$ cat src/rtl/divider20_seq_if.sv
// rtl/divider20_seq_if.sv - request/result bundle for the 20/19-bit sequential divider
//
// Signals:
//   start      request, sampled by the divider only while idle
//   dividend   signed 20-bit numerator, captured on the accepting edge
//   divisor    signed 19-bit denominator, captured on the accepting edge
//   busy       divider working (accepting edge until completion)
//   done       single-cycle completion pulse
//   quotient   signed 20-bit result, truncated toward zero
//   remainder  signed 19-bit result, sign of the dividend
//   ovf        quotient overflow (-524288 / -1)
//   dbz        divide by zero
// Modports: master drives requests and observes results; slave is the divider.

interface divider20_seq_if;
    logic               start;
    logic signed [19:0] dividend;
    logic signed [18:0] divisor;
    logic               busy;
    logic               done;
    logic signed [19:0] quotient;
    logic signed [18:0] remainder;
    logic               ovf;
    logic               dbz;

    modport master (
        output start, dividend, divisor,
        input  busy, done, quotient, remainder, ovf, dbz
    );

    modport slave (
        input  start, dividend, divisor,
        output busy, done, quotient, remainder, ovf, dbz
    );
endinterface

$ cat src/rtl/divider20_seq.sv
// rtl/divider20_seq.sv - sequential signed restoring divider, one quotient bit per clock
//
// Ports:
//   clk   system clock, rising edge
//   rst   asynchronous active-high reset
//   bus   divider20_seq_if.slave (start/dividend/divisor in; busy/done/quotient/
//         remainder/ovf/dbz out)
// Build option:
//   DIV20_SAT_EN  when defined, the overflow quotient saturates to +524287;
//                 otherwise it wraps to -524288. ovf is raised in both builds.

module divider20_seq (
    input  logic              clk,
    input  logic              rst,
    divider20_seq_if.slave    bus
);

    typedef enum logic [1:0] {
        S_IDLE = 2'd0,
        S_RUN  = 2'd1,
        S_FIX  = 2'd2
    } state_t;

    localparam logic [19:0] Q_MAX = 20'h7FFFF;
    localparam logic [19:0] Q_MIN = 20'h80000;
    localparam logic [4:0]  LAST_ITER = 5'd19;

    state_t      state;
    state_t      state_nxt;

    // num_sh starts as |dividend|; each RUN cycle shifts its MSB into the
    // partial remainder and shifts the new quotient bit in at the bottom, so
    // after 20 cycles it holds |quotient|.
    logic [19:0] num_sh;
    logic [18:0] den_mag;
    logic [19:0] prem;
    logic [4:0]  iter;
    logic        num_neg;
    logic        den_neg;
    logic        den_zero;

    logic        accept;
    logic [19:0] num_abs;
    logic [18:0] den_abs;
    logic [19:0] trial;
    logic [19:0] den_ext;
    logic        trial_ge;
    logic [19:0] trial_diff;

    logic        q_neg;
    logic        ovf_fix;
    logic [19:0] q_fix;
    logic [18:0] r_fix;

    assign accept = (state == S_IDLE) && bus.start;

    // Two's-complement magnitudes; -524288 maps to 20'h80000 and -262144 to
    // 19'h40000, both of which are correct as unsigned values.
    assign num_abs = bus.dividend[19] ? (~$unsigned(bus.dividend) + 20'd1)
                                      : $unsigned(bus.dividend);
    assign den_abs = bus.divisor[18]  ? (~$unsigned(bus.divisor) + 19'd1)
                                      : $unsigned(bus.divisor);

    // The partial remainder is always below |divisor| <= 262144, so dropping
    // its MSB on the shift loses nothing.
    assign trial      = {prem[18:0], num_sh[19]};
    assign den_ext    = {1'b0, den_mag};
    assign trial_ge   = (trial >= den_ext);
    assign trial_diff = trial - den_ext;

    // ------------------------------------------------------------------
    // State register
    // ------------------------------------------------------------------
    always_ff @(posedge clk or posedge rst) begin
        if (rst) begin
            state <= S_IDLE;
        end else begin
            state <= state_nxt;
        end
    end

    // ------------------------------------------------------------------
    // Next-state logic
    // ------------------------------------------------------------------
    always_comb begin
        state_nxt = state;
        case (state)
            S_IDLE: begin
                if (bus.start) begin
                    state_nxt = (bus.divisor == 19'sd0) ? S_FIX : S_RUN;
                end
            end
            S_RUN: begin
                if (iter == LAST_ITER) begin
                    state_nxt = S_FIX;
                end
            end
            S_FIX: begin
                state_nxt = S_IDLE;
            end
            default: begin
                state_nxt = S_IDLE;
            end
        endcase
    end

    // ------------------------------------------------------------------
    // Sign fix-up and special cases, consumed on the FIX edge
    // ------------------------------------------------------------------
    always_comb begin
        q_neg   = num_neg ^ den_neg;
        // Only |quotient| = 524288 with a positive sign cannot be represented.
        ovf_fix = !den_zero && !q_neg && num_sh[19];
        q_fix   = q_neg ? (~num_sh + 20'd1) : num_sh;
        r_fix   = num_neg ? (~prem[18:0] + 19'd1) : prem[18:0];

        if (den_zero) begin
            q_fix = num_neg ? Q_MIN : Q_MAX;
            r_fix = 19'd0;
        end else if (ovf_fix) begin
`ifdef DIV20_SAT_EN
            q_fix = Q_MAX;
`else
            q_fix = Q_MIN;
`endif
            r_fix = 19'd0;
        end
    end

    // ------------------------------------------------------------------
    // Datapath and registered outputs
    // ------------------------------------------------------------------
    always_ff @(posedge clk or posedge rst) begin
        if (rst) begin
            num_sh        <= 20'd0;
            den_mag       <= 19'd0;
            prem          <= 20'd0;
            iter          <= 5'd0;
            num_neg       <= 1'b0;
            den_neg       <= 1'b0;
            den_zero      <= 1'b0;
            bus.busy      <= 1'b0;
            bus.done      <= 1'b0;
            bus.quotient  <= 20'sd0;
            bus.remainder <= 19'sd0;
            bus.ovf       <= 1'b0;
            bus.dbz       <= 1'b0;
        end else begin
            bus.done <= 1'b0;
            case (state)
                S_IDLE: begin
                    if (accept) begin
                        num_sh   <= num_abs;
                        den_mag  <= den_abs;
                        num_neg  <= bus.dividend[19];
                        den_neg  <= bus.divisor[18];
                        den_zero <= (bus.divisor == 19'sd0);
                        prem     <= 20'd0;
                        iter     <= 5'd0;
                        bus.busy <= 1'b1;
                        bus.ovf  <= 1'b0;
                        bus.dbz  <= 1'b0;
                    end
                end
                S_RUN: begin
                    prem   <= trial_ge ? trial_diff : trial;
                    num_sh <= {num_sh[18:0], trial_ge};
                    iter   <= iter + 5'd1;
                end
                S_FIX: begin
                    bus.quotient  <= $signed(q_fix);
                    bus.remainder <= $signed(r_fix);
                    bus.ovf       <= ovf_fix;
                    bus.dbz       <= den_zero;
                    bus.done      <= 1'b1;
                    bus.busy      <= 1'b0;
                end
                default: begin
                    bus.busy <= 1'b0;
                end
            endcase
        end
    end

endmodule

$ cat src/flat_wrapper.sv
// flat-port wrapper written by rule: the top's interface ports become plain ports
module divider20_seq_flat 
  (clk, rst, bus_start, bus_dividend, bus_divisor, bus_busy, bus_done, bus_quotient, bus_remainder, bus_ovf, bus_dbz);
  divider20_seq_if bus_i ();
  input  logic clk;
  input  logic rst;
  input wire logic [$bits(bus_i.start)-1:0] bus_start;
  input wire logic [$bits(bus_i.dividend)-1:0] bus_dividend;
  input wire logic [$bits(bus_i.divisor)-1:0] bus_divisor;
  output wire logic [$bits(bus_i.busy)-1:0] bus_busy;
  output wire logic [$bits(bus_i.done)-1:0] bus_done;
  output wire logic [$bits(bus_i.quotient)-1:0] bus_quotient;
  output wire logic [$bits(bus_i.remainder)-1:0] bus_remainder;
  output wire logic [$bits(bus_i.ovf)-1:0] bus_ovf;
  output wire logic [$bits(bus_i.dbz)-1:0] bus_dbz;
  assign bus_i.start = bus_start;
  assign bus_i.dividend = bus_dividend;
  assign bus_i.divisor = bus_divisor;
  assign bus_busy = bus_i.busy;
  assign bus_done = bus_i.done;
  assign bus_quotient = bus_i.quotient;
  assign bus_remainder = bus_i.remainder;
  assign bus_ovf = bus_i.ovf;
  assign bus_dbz = bus_i.dbz;
  divider20_seq u_core (.clk(clk), .rst(rst), .bus(bus_i));
endmodule
$ cat config.mk
export PLATFORM = sky130hd
export DESIGN_NAME = divider20_seq_flat
export DESIGN_NICKNAME = d
export VERILOG_FILES = /design/src/rtl/divider20_seq_if.sv /design/src/rtl/divider20_seq.sv /design/src/flat_wrapper.sv
export SDC_FILE = /design/constraint.sdc
export NUM_CORES = 1
export LEC_CHECK = 0
export BUFFER_PORTS_ARGS = -buffer_cell sky130_fd_sc_hd__buf_4
export CORE_ASPECT_RATIO = 0.8
export CORE_MARGIN = 5
export CORE_UTILIZATION = 57
export DETAILED_ROUTE_END_ITERATION = 16
export PLACE_DENSITY_LB_ADDON = 0.08
export SYNTH_ARGS = -nofsm -noshare
export SYNTH_HDL_FRONTEND = slang
export SYNTH_SLANG_ARGS = --single-unit
$ cat constraint.sdc
create_clock -name clk -period 8.1 [get_ports clk]
set_input_delay 0 -clock clk [delete_from_list [all_inputs] [get_ports clk]]
set_output_delay 0 -clock clk [all_outputs]
set_load 0.005 [all_outputs]
==> out/summary.txt, run 1 <==
status = complete, but fails checks
failing checks = hold timing
Flop pwr share = 0.301
post_cts resized = 0
leading post-synthesis cells by cell area = dfrtp_1, xor2_1, o21ai_0
fill count = 962
Synth area leader = dfrtp_1
Max VDD drop = 0.0002484 V
dpl hpwl = 13380 µm
die width = 133.4 µm
RR Startpoint = u_core.num_sh[19]
WL/cell = 17.52 µm
Crit Reg-Reg Endpoint = u_core.prem[12]
Internal Pwr Total = 1921 µW
Total Power = 3608 µW
sw power = 1687 µW
hold path depth = 3
crit path time final = 3326 ps
Reg2Reg Depth = 10
Worst Path Arrival = 3620 ps
yosys warns = 0
later-pin clock latency in the skew report = 360 ps
Syn-to-layout area delta = 19.59%
via count = 6167
Peak Freq = 300.7 MHz
Cells after Synth = 801
CTS tree = built
most frequent cells in the layout = dfrtp_1, nand2_1, o21ai_0
Hold Crit Class = in2reg
antenna cells = 0
Pins Over Slew Limit = 0
CP endpoint kind = register
combinational power share = 0.578
drt via density = 5.862
Sequential cell area = 0.002778 mm²
num rows = 36
share of the yosys chip area belonging to registers = 0.4001
fraction of layout instances using a drive strength above 1 = 0.1289
Final setup violation count = 0
Starting DRT DRC Count = 443
Setup Buffers After CTS = 0
largest net degree at the start of global routing = 59
CP required = 8390 ps
synthesis-stage register bit count = 111
Reg2Reg Setup Slack = 4770 ps
Port Buffers = 84
Worst setup SP type = register
Slew @ Worst Pin = 1044 ps
Clk pwr share = 0.121
non-filler cells, final = 1052
clock root buffer = clkbuf_16
Pleak = 0.003765 µW
Rel. slew slack = 0.3042
# DRC = 0
Die Y = 108.7 µm
Clock transition at path regs = 70 ps
commonest non-fill, non-tap cell in the layout = dfrtp_1
drt total wl = 18430 µm
Final #Nets = 962
IO Pins = 85
Max Cap Violations = 0
total core area = 0.01207 mm²
placed instance count = 1001
synthesized area per cell = 8.666 µm²
DR pass1 iterations = 5
PwrDens = 434.6 mW/mm²
setup total negative slack = 0 ps
WS Path Type = reg2reg
Multi-input gate area = 0.003884 mm²
Worst Hold End = u_core.num_sh[7]
Fin. Hold Viols = 1
gr ovfl total = 0
worst-path maximum fanout = 24
clock buffer depth = 2
post-synth top area share = 0.4001
hold_ws = -1.472 ps
antenna-violating nets left = 0
initial antenna violation count = 0
GRT Total Usage = 0.2609
synth unique cells = 55
first-pass GRT wire length = 30190 µm
vias in the first global route = 5779
# clock sinks = 111
final core occ = 0.6877
Die Footprint = 0.01450 mm²
Sw Ratio = 0.4676
Synth Flop Type = dfrtp_1
Final GP Congestion = 0.9043
crit share post-route = 0.4106
mapped cell area = 0.006942 mm²
Worst Skew = 4.050 ps
CTS H-tree depth = 3
asr flop ratio synth = 1.000
CTS Buf Count = 9
unrepaired setup endpoints after global routing = no
min-delay src = bus_dividend[7]
syn_nets = 868
number of flops mapped to enable cells by yosys = 0
hold buffers post-CTS = 35
Starting Density = 0.5750
[logic make-up (layout without fill, tap and decap cells)]
group                      Yosys count  count (layout)  share of synthesized area
buffers and inverters               75             174                    0.04110
and+or+nand+nor                    260             260                     0.1788
xor gates and xnor gates            81              81                     0.1022
adders and majority gates           25              25                    0.04614
muxes                               13              13                    0.01893
DFF                                111             111                     0.4001
AOI/OAI and AO/OA                  236             236                     0.2127
[per-layer routing]
layer,track usage,wire (µm),vias to the layer above,share of wire
met2,0.3696,7621,212,0.41
met1,0.4102,9162,2899,0.50
met4,0.06314,210,0,0.011
li1,-,-,3039,-
met5,0,0,-,0
met3,0.04982,1439,17,0.078
[flip-flops by register name, summed over array words and instances (netlist names), 2 cells and up]
name	cells
u_core.bus.quotient	20
u_core.num_sh	20
u_core.bus.remainder	19
u_core.den_mag	19
u_core.prem	19
u_core.iter	5
u_core.state	2
[critical path: stages, from the launching register on]
cell and delay (ps):
dfrtp_1 400, inv_1 100, ha_1 220, fa_1 410, nand2b_1 200, a21oi_1 240, nand2b_1 210, o2111ai_1 150
a22o_1 560, or4_1 660, nand3_1 100
[final cells by class]
cell class	count	area share
well taps	152	0.02291
repair buffers	126	0.1245
flip-flops and latches	111	0.3346
clock inverters	6	0.006632
multi-input cells	615	0.4678
inverters	32	0.01477
clock buffers	10	0.02879
[how the worst max path moves through the flow]
stage	from	slack, ps	endpoint
floorplan	rst	5170	u_core.bus.busy
global placement	u_core.prem[8]	4900	u_core.prem[0]
detailed placement	u_core.num_sh[19]	4820	u_core.prem[12]
CTS	u_core.num_sh[19]	4800	u_core.prem[12]
global route	u_core.prem[16]	4520	u_core.prem[16]
finish	u_core.num_sh[19]	4770	u_core.prem[12]
[per-stage QoR]
step | cell area, µm² | setup WS [ps]
floorplan | 6942 | 5169
global placement | 7657 | 4901
detailed placement | 7657 | 4823
CTS | 8302 | 4802
global route | 8302 | 4520
finish | 8302 | 4774
[cells in the mapped netlist (all sizes together), types with 2 or more instances]
cell	number
or4	12
a41oi	2
o211ai	6
clkbuf	38
a21oi	40
inv	32
a211oi	8
xor2	57
nand2	107
o21bai	2
nor3	9
nor2	42
nand2b	11
o31ai	33
dfrtp	111
a32oi	2
and3b	2
or3	6
buf	5
a21boi	2
mux2i	12
or2	2
nor2b	9
a21o	7
o311ai	2
ha	24
and2	2
a22oi	16
and4	2
o21a	5
and3	6
nand4	4
nor4	7
a31oi	2
o21ai	93
nand3	35
o41ai	9
xnor2	24
[power by group through the flow]
stage	Sequential [µW]	Combinational [µW]	Clock [µW]
6_report	1090	2090	437
5_1_grt	1120	2350	468
4_1_cts	1080	2080	446
3_5_place_dp	1090	2060	0
3_3_place_gp	1070	2020	0
2_1_floorplan	988	1560	0
No activity file was read; power rests on OpenSTA's default activity.
==> run 2, diff against run 1 <==
clock period = 3.3 ns   (was 8.1 ns; I/O delays follow)
==> out/summary.txt, run 2 (synthesized netlist as in run 1, its figures left out) <==
status = finished, final reports clean
Crit-path slowest cell = or4_1
num rows = 36
Max VDD drop = 0.0006023 V
GRT Total Usage = 0.2713
initial antenna violation count = 0
Worst Path Arrival = 3290 ps
total core area = 0.01207 mm²
Syn-to-layout area delta = 21.54%
via count = 6317
largest net degree at the start of global routing = 75
Die Footprint = 0.01450 mm²
Worst Hold End = u_core.num_sh[15]
fill count = 940
# DRC = 0
Pins Over Slew Limit = 0
vias in the first global route = 6077
clock root buffer = clkbuf_16
fraction of layout instances using a drive strength above 1 = 0.1393
Rel. slew slack = 0.3099
Clock transition at path regs = 80 ps
DR pass1 iterations = 5
Reg2Reg Depth = 10
most frequent cells in the layout = dfrtp_1, nand2_1, buf_4
# clock sinks = 111
top flop regs = u_core.bus.quotient (20), u_core.num_sh (20)
Starting Density = 0.5750
Final GP Congestion = 0.9017
design area = 0.008437 mm²
min-delay src = bus_dividend[15]
later-pin clock latency in the skew report = 360 ps
Post-DP Area = 0.007732 mm²
drt total wl = 18850 µm
CTS tree = built
Final #Nets = 974
setup total negative slack = 0 ps
Port Buffers = 84
worst-path maximum fanout = 14
CTS H-tree depth = 3
Worst Skew = 7.890 ps
CP endpoint kind = register
crit share post-route = 0.9089
Crit Reg-Reg Endpoint = u_core.prem[7]
Peak Freq = 333.4 MHz
WS Path Type = reg2reg
WL/cell = 17.71 µm
hold path depth = 3
antenna-violating nets left = 0
first-pass GRT wire length = 31490 µm
Hold Crit Class = in2reg
CP most frequent cell = nand2b_1
PwrDens = 1089 mW/mm²
Reg2Reg Setup Slack = 300 ps
CTS Buf Count = 9
Worst setup SP type = register
drt via density = 5.937
commonest non-fill, non-tap cell in the layout = dfrtp_1
clock buffer depth = 2
Buffers & Inverters on Critical Path = 1
Final setup violation count = 0
IO Pins = 85
Die Y = 108.7 µm
RR Startpoint = u_core.num_sh[19]
gr ovfl total = 0
CP max stage delay = 530 ps
Pleak = 0.003843 µW
die width = 133.4 µm
dpl hpwl = 13690 µm
Slew @ Worst Pin = 1035 ps
Max Cap Violations = 0
delay-heaviest family, CP = simple AND/OR/NAND/NOR gates
crit path time final = 2999 ps
unrepaired setup endpoints after global routing = no
CP Cell Sequence = inv_1, ha_1, fa_1, nand2b_1, a21oi_1, nand2b_1, o2111ai_1, a22o_2, or4_1, nand3_1
Starting DRT DRC Count = 516
CP required = 3590 ps
Fin. Hold Viols = 0
antenna cells = 0
[run 2: changes by cell type in the layout (fill, tap and decap cells not counted), sizes merged]
cell         delta
clkbuf          -1
clkinv          +1
bufinv          +2
clkinvlp        -1
buf            +10
dlygate4sd3     +2
inv             -1
[run 2: where the power goes]
| part | leakage (µW) | switching, µW | internal, µW | total, µW |
|---|---|---|---|---|
| Combinational | 0.00226 | 3040 | 2330 | 5370 |
| Sequential | 0.00142 | 675 | 1950 | 2620 |
| Clock | 0.000163 | 524 | 676 | 1200 |
| Total | 0.00384 | 4240 | 4960 | 9190 |
[run 2: what timing repair did]
action                                 CTS  global route
hold buffers                            37             0
setup endpoints to repair                0             4
buffers inserted                         0             0
endpoints found under the hold margin  111             0
resized for setup                        0             1
[run 2: area by class of cell]
type,count,area [µm²],area share
Multi-Input combinational cell,615,3885,0.4605
Sequential cell,111,2778,0.3292
Timing Repair Buffer,138,1129,0.1338
Clock buffer,9,225.2,0.02669
Tap cell,152,190.2,0.02254
Inverter,32,122.6,0.01453
Clock inverter,7,107.6,0.01275
[run 2: worst max path at each step]
stage	startpoint	end	slack (ps)	cells past startpoint
finish	u_core.num_sh[19]	u_core.prem[7]	300	10
global route	u_core.num_sh[19]	u_core.prem[12]	140	10
CTS	u_core.num_sh[19]	u_core.prem[7]	220	10
detailed placement	u_core.num_sh[19]	u_core.prem[7]	260	10
global placement	u_core.prem[16]	u_core.prem[10]	340	9
floorplan	rst	u_core.bus.busy	370	1
[run 2: metrics by stage]
stage / setup WS [ps] / util / hold WS (ps) / std cells / total power, µW
final: 300.6 / 0.6989 / 9.721 / 1064 / 9191
after CTS: 219.9 / 0.6988 / 6.997 / 1064 / 9165
after global placement: 344.7 / 0.6405 / 240.4 / 1011 / 7729
after global routing: 135.9 / 0.6989 / 13.23 / 1064 / 10000
after floorplan: 369.3 / - / 151.3 / 801 / 6254
after detailed placement: 261.4 / 0.6405 / 259.1 / 1011 / 7897
[run 2: per-layer routing]
metal	vias to the layer above	track usage	share of wire
met3	29	0.05950	0.078
li1	3073	-	-
met2	234	0.4083	0.42
met4	0	0.07048	0.018
met5	-	0	0
met1	2981	0.4001	0.49
[run 2: worst reg2reg max path, cell delays in order (launching register included)]
cell and delay, ps:
dfrtp_1 430, inv_1 120, ha_1 220, fa_1 410, nand2b_1 190, a21oi_1 210
nand2b_1 220, o2111ai_1 150, a22o_2 360, or4_1 540, nand3_1 100
